## src/rtl/load_store_unit.sv

```systemverilog
// Load/store unit: turns a MEM-stage access into one registered data-bus
// request, formats load data and flags misaligned accesses.
//
//   state | meaning
//   IDLE  | no access outstanding; a legal mem_valid access is captured here
//   BUSY  | bus request held stable until dbus_ready is sampled
//   DONE  | single completion cycle; the finishing instruction's mem_valid is ignored
module load_store_unit (
   input  logic        clk,
   input  logic        reset,
   input  logic        mem_valid,
   input  logic        MemWriteM,
   input  logic [2:0]  funct3M,
   input  logic [31:0] ALUResultM,
   input  logic [31:0] WriteDataM,
   output logic        dbus_req,
   output logic        dbus_we,
   output logic [31:0] dbus_addr,
   output logic [31:0] dbus_wdata,
   output logic [3:0]  dbus_be,
   input  logic        dbus_ready,
   input  logic [31:0] dbus_rdata,
   output logic [31:0] load_data,
   output logic        stallM,
   output logic        misaligned
);

   typedef enum logic [1:0] {S_IDLE, S_BUSY, S_DONE} state_t;

   state_t      r_state;
   state_t      w_next;
   logic        r_req;
   logic        r_we;
   logic [31:0] r_addr;
   logic [31:0] r_wdata;
   logic [3:0]  r_be;
   logic [31:0] r_load_data;
   logic        r_misaligned;
   logic [2:0]  r_funct3;
   logic [1:0]  r_off;

   logic        w_legal;
   logic        w_start;
   logic        w_fault;
   logic [3:0]  w_be;
   logic [31:0] w_wdata;
   logic [7:0]  w_byte;
   logic [15:0] w_half;
   logic [31:0] w_load_fmt;

   always_comb begin
      w_legal = 1'b0;
      case (funct3M)
         3'b000, 3'b100: w_legal = 1'b1;
         3'b001, 3'b101: w_legal = ~ALUResultM[0];
         3'b010:         w_legal = (ALUResultM[1:0] == 2'b00);
         default:        w_legal = 1'b0;
      endcase
   end

   assign w_start = (r_state == S_IDLE) && mem_valid && w_legal;
   assign w_fault = (r_state == S_IDLE) && mem_valid && !w_legal;

   always_comb begin
      w_be    = 4'b1111;
      w_wdata = WriteDataM;
      case (funct3M[1:0])
         2'b00: begin
            w_be    = 4'b0001 << ALUResultM[1:0];
            w_wdata = {4{WriteDataM[7:0]}};
         end
         2'b01: begin
            w_be    = ALUResultM[1] ? 4'b1100 : 4'b0011;
            w_wdata = {2{WriteDataM[15:0]}};
         end
         default: begin
            w_be    = 4'b1111;
            w_wdata = WriteDataM;
         end
      endcase
   end

   // Lane select uses the offset captured with the request, not the live address.
   assign w_byte = dbus_rdata[{r_off, 3'b000} +: 8];
   assign w_half = dbus_rdata[{r_off[1], 4'b0000} +: 16];

   always_comb begin
      w_load_fmt = dbus_rdata;
      case (r_funct3)
         3'b000:  w_load_fmt = {{24{w_byte[7]}}, w_byte};
         3'b100:  w_load_fmt = {24'h000000, w_byte};
         3'b001:  w_load_fmt = {{16{w_half[15]}}, w_half};
         3'b101:  w_load_fmt = {16'h0000, w_half};
         default: w_load_fmt = dbus_rdata;
      endcase
   end

   always_comb begin
      w_next = r_state;
      case (r_state)
         S_IDLE:  if (w_start) w_next = S_BUSY;
         S_BUSY:  if (dbus_ready) w_next = S_DONE;
         S_DONE:  w_next = S_IDLE;
         default: w_next = S_IDLE;
      endcase
   end

   always_ff @(posedge clk) begin
      if (reset) r_state <= S_IDLE;
      else       r_state <= w_next;
   end

   always_ff @(posedge clk) begin
      if (reset) begin
         r_req        <= 1'b0;
         r_we         <= 1'b0;
         r_addr       <= '0;
         r_wdata      <= '0;
         r_be         <= '0;
         r_load_data  <= '0;
         r_misaligned <= 1'b0;
         r_funct3     <= '0;
         r_off        <= '0;
      end else begin
         r_misaligned <= w_fault;
         if (w_start) begin
            r_req    <= 1'b1;
            r_we     <= MemWriteM;
            r_addr   <= {ALUResultM[31:2], 2'b00};
            r_wdata  <= w_wdata;
            r_be     <= w_be;
            r_funct3 <= funct3M;
            r_off    <= ALUResultM[1:0];
         end else if (w_fault) begin
            r_load_data <= '0;
         end
         if ((r_state == S_BUSY) && dbus_ready) begin
            r_req <= 1'b0;
            if (!r_we) r_load_data <= w_load_fmt;
         end
      end
   end

   assign stallM     = !reset && (w_start || (r_state == S_BUSY));
   assign dbus_req   = r_req;
   assign dbus_we    = r_we;
   assign dbus_addr  = r_addr;
   assign dbus_wdata = r_wdata;
   assign dbus_be    = r_be;
   assign load_data  = r_load_data;
   assign misaligned = r_misaligned;

endmodule

```

## config.mk

```make
export PLATFORM = sky130hd
export DESIGN_NAME = load_store_unit
export DESIGN_NICKNAME = d
export VERILOG_FILES = /design/src/rtl/load_store_unit.sv
export SDC_FILE = /design/constraint.sdc
export NUM_CORES = 1
export LEC_CHECK = 0
export ABC_AREA = 1
export BUFFER_PORTS_ARGS = -buffer_cell sky130_fd_sc_hd__buf_4
export CORE_MARGIN = 3
export CORE_UTILIZATION = 40
export CTS_CLUSTER_SIZE = 14
export DETAILED_ROUTE_END_ITERATION = 10
export GPL_ROUTABILITY_DRIVEN = 0
export GPL_TIMING_DRIVEN = 0
export HOLD_SLACK_MARGIN = 0.12
export PLACE_DENSITY_LB_ADDON = 0.05
export SLEW_MARGIN = 20
export SYNTH_ARGS = -nofsm -noshare
export SYNTH_HDL_FRONTEND = slang
export SYNTH_SLANG_ARGS = --single-unit
export TNS_END_PERCENT = 100
```

## constraint.sdc

```tcl
create_clock -name clk -period 1.5 [get_ports clk]
set_clock_uncertainty 0.2 [all_clocks]
set_input_delay 0.075 -clock clk [delete_from_list [all_inputs] [get_ports clk]]
set_output_delay 0.075 -clock clk [all_outputs]
set_load 0.05 [all_outputs]
```

# Word level (Yosys, flattened, before mapping)
# Cells that the tools add are included.
[totals]
regBits = 108
latchBits = 0
mem_bits_rw = 0
rom_bits = 0
out_inout_bits = 104
memories = 0
[op_classes]
n_addsub = 0
n_mul = 0
n_div = 0
order_cmp = 0
n_eq_ne = 11
n_shift = 3
muxes = 12
bitwise_logic = 1
reduce_logical = 17
[ops]
columns = ["cell", "count"]
rows = [
  ["32-bit 2-to-1 mux", 4],
  ["32-bit case mux with 4 select lines", 1],
  ["32-bit case mux with 2 select lines", 1],
  ["32-bit by 6-bit variable part select with 16-bit output", 1],
  ["32-bit by 6-bit variable part select with 8-bit output", 1],
  ["3-bit equality test, second input constant", 4],
  ["4-bit case mux with 2 select lines", 1],
  ["3-bit by 1-bit equality test with 1-bit output, second input constant", 2],
  ["2-bit logical NOT", 3],
  ["3-bit logical NOT", 2],
  ["2-bit OR reduction", 3],
  ["1-bit logical AND", 5],
  ["2-bit by 1-bit equality test with 1-bit output, second input constant", 2],
  ["2-bit 2-to-1 mux", 2],
  ["4-bit 2-to-1 mux", 1],
  ["2-bit != test, second input constant", 2],
  ["2-bit case mux with 2 select lines", 1],
  ["1-bit by 2-bit left shift with 4-bit output, first input constant", 1],
  ["3-bit by 2-bit equality test with 1-bit output, second input constant", 1],
  ["1-bit case mux with 3 select lines", 1],
  ["1-bit logical NOT", 2],
  ["2-bit AND reduction", 1],
  ["1-bit logical OR", 1],
  ["1-bit NOT", 1],
]

# Depth between registers and ports, before layout
[depth]
depth_word = 9
ltp_mapped = 9
depth_no_buf = 8

# Least setup slack after synthesis
# No wires, ideal clock.
[synth_timing]
path_type = "reg-to-output"
start = "register r_state[1]"
end = "output stallM"
arrival_ns = 1.733
t_required_ns = 1.225
slack_ns = -0.508
stages_incl_launch_ff = 6
path_buffers = 2
path_cell_list = "dfxtp_1 > nor3b_1 > nand2_2 > buf_6 > buf_6 > a21oi_1"
[synth_via]
elab_chain_len = 5
[synth_lines]
columns = ["element", "line", "source"]
rows = [
  ["start, declared", "30", "state_t r_state;"],
  ["start signal, assigned", "110", "else r_state <= w_next;"],
  ["2-bit logical NOT", "61", "assign w_start = (r_state == S_IDLE) && mem_valid && w_legal;"],
  ["1-bit logical AND (2 in series)", "61", ""],
  ["1-bit logical OR (*)", "144", "assign stallM = !reset && (w_start || (r_state == S_BUSY));"],
  ["1-bit logical AND (*)", "144", ""],
  ["end, declared", "24", "output logic stallM,"],
]
# Mark *: on every way between the ends. The rest lies on a longest branch, timed or not.

# Final worst setup path
[layout_timing]
start = "register r_state[0]"
end = "output stallM"
# Same word-level chain as after synthesis.

==> reports/qor.csv <==
metric,value,unit
Fin Hold WS,-171,ps
count of cell types in the netlist,25,
Clock Latency Late Sink,350,ps
mapped cell area,5120,sq um
largest area contributor in the netlist,dfxtp_1,
CP Class,reg2out,
Total Power,8.28,mW
"Slew Viols, Final",0,
Final Hold Viols,7,
Max Fanout on Critical Path,2,
DR iter-0 viols,581,
failing checks,"negative hold slack, negative setup slack",
final std cells w/o fill,1282,
full die area,14200,sq um
Worst Path Arrival,1530,ps
post-route cell area,9200,sq um
First-pass DRT Iterations,6,
largest net degree at the start of global routing,19,
CP endpoint kind,output port,
die height,119,microns
Via Count,6314,
TritonCTS clock tree,yes,
DRC Markers,0,
Placed Cells,1134,
status,"finished, violations left",
RSZ-0062 raised after global routing,true,
Starting Density,0.418,
first-pass GRT wire length,30.0,mm
initial antenna violation count,0,
total wire length,19.5,mm
PD cells,900,nW/um^2
Via density,4.93,
CTS max path bufs,2,
drt wl/cell,15.2,microns
final net count,1213,
total clock sinks,108,
Worst EP required,1220,ps
synth warn,0,
Max Cap Viol,0,
Layout area overhead,79.6,%
core area,12300,sq um
I/O Buffers,204,
H-tree depth,3,
sequential-to-total area share from yosys stat,0.422,
HP Class,in2reg,
# setup viols final,76,
Seq cells post-synth,108,
CP startpoint kind,register,
CTS root buf,clkbuf_16,
Max Fclk,555,MHz
hold buffers post-CTS,102,
post-layout min period,1800,ps
Post-Synthesis Cells,761,
Mean Syn Cell Area,6.73,sq um
total gr overflow,0,
post-route setup slack,-300,ps
Die W,119,microns
ant diodes,0,
Tot GR Track Use,0.261,
I/O pin count,208,
Leak Pwr,4.28,nW
Routed Antenna Nets,0,
Tcrit/Tclk final,1.20,
Final Util,0.750,
HPWL Detailed,12.5,mm
placed inst area,6880,sq um
Clock transition at path regs,70,ps
Peak VDD IR,0.000600,V
Synth top area share,0.422,
Row Count,40,
Num CTS Buffers,9,
Slew HR,0.505,
ranking of synthesized cells by area,"dfxtp_1 (42%), nand2_1 (16%), nor2_1 (10%), o21ai_0 (5.7%), a21oi_2 (3.4%)",
vias in the first global route,5927,
layout cell share with drive strength beyond 1,0.366,
slew at the pin closest to its max-slew limit,743,ps
-- layer usage --
layer	up-vias	track usage	share of wire
li1	3112	-	-
met1	2866	0.347	0.44
met2	288	0.410	0.46
met3	48	0.0617	0.080
met4	0	0.102	0.025
met5	-	0	0
-- critical path, stage by stage, from the launching register on --
cell and delay [ps]:
dfxtp_4 360, nor3b_4 200, nand2_2 90, buf_6 130
buf_8 110, a21oi_4 120, buf_8 170
-- flip-flops by register name (all words and copies together), names as in the netlist --
signal      flops
load_data      32
r_funct3        3
dbus_be         4
dbus_addr      30
dbus_req        1
dbus_we         1
dbus_wdata     32
misaligned      1
r_off           2
r_state         2
-- logic make-up (layout without fill, tap and decap cells) --
kind of cell    count (synthesis)  count (layout)  share of synthesized area
simple gates                  423             423                      0.334
other cells                     1               2                   0.000732
compound gates                138             138                      0.159
buf+inv                        91             443                     0.0836
flops                         108             108                      0.422
-- cells in the mapped netlist --
cell,count
buf_2,24
o21ai_1,10
nand2_1,218
o21ai_0,58
inv_1,38
conb_1,1
nor2_1,142
buf_1,2
inv_2,4
nor2_2,1
clkbuf_1,14
o21ai_2,1
dfxtp_1,108
o211ai_1,14
or2_2,1
o21ai_4,1
nand3_1,34
nand2_2,22
buf_4,3
buf_6,6
nor3_1,2
nor2_4,2
nor3b_1,1
a21oi_1,34
a21oi_2,20
-- area by class of cell --
class / instances / area [sq um]
clock inverters: 6 / 93.8
clock buffers: 10 / 239
well taps: 168 / 210
repair buffers: 337 / 2960
inverters: 42 / 175
repair inverters: 1 / 8.76
plain buffers: 47 / 449
flip-flops and latches: 108 / 2170
multi-input cells: 563 / 2890
fillers: 966 / 3060
-- stage by stage --
stage               setup TNS, ps  setup WS [ps]
floorplan                   -67.5          -67.5
global placement           -15220           -344
detailed placement         -15810           -372
CTS                         -7470           -320
global route               -15420           -374
finish                      -8340           -300
-- timing repair --
item	4_1_cts	5_1_grt
endpoints found under the hold margin	106	10
setup endpoints to repair	104	108
buffers inserted	13	11
pin swaps	6	37
gates resized for setup	106	115
cloned	5	7
-- placed cells by master, fill, tap and decap left out, types with 3 or more instances in the layout --
master	synthesis	routed
buf_4	3	224
nand2_1	218	209
nor2_1	142	129
dfxtp_1	108	102
dlygate4sd3_1	0	101
inv_1	38	34
nand3_1	34	31
a21oi_1	34	28
o21ai_0	58	25
a21oi_2	20	25
o21ai_2	1	24
nand2_4	0	24
o21ai_1	10	20
buf_6	6	19
o211ai_1	14	14
clkbuf_16	0	13
buf_8	0	12
nor2_2	1	11
clkbuf_1	14	9
nand2_2	22	7
inv_2	4	5
nor2_4	2	5
dfxtp_2	0	5
buf_2	24	4
buf_12	0	3
inv_6	0	3
buf_16	0	3
-- worst paths after layout --
kind	start	endpoint	slack, ps	cells after the start
max reg2reg	r_state[1]$_SDFFE_PP0P_	load_data[6]$_SDFF_PP0_	-180	10
max	r_state[0]$_SDFFE_PP0P_	stallM	-300	6
min reg2reg	dbus_wdata[0]$_SDFFE_PP0P_	dbus_wdata[0]$_SDFFE_PP0P_	270	2
min	reset	r_state[1]$_SDFFE_PP0P_	-170	2
-- power breakdown --
| group | switching (mW) | internal, mW | leakage (nW) |
|---|---|---|---|
| logic | 1.43 | 1.04 | 3.23 |
| registers | 0.104 | 3.02 | 0.884 |
| clock network | 1.15 | 1.53 | 0.160 |
Power figures use the tool's default switching activity.
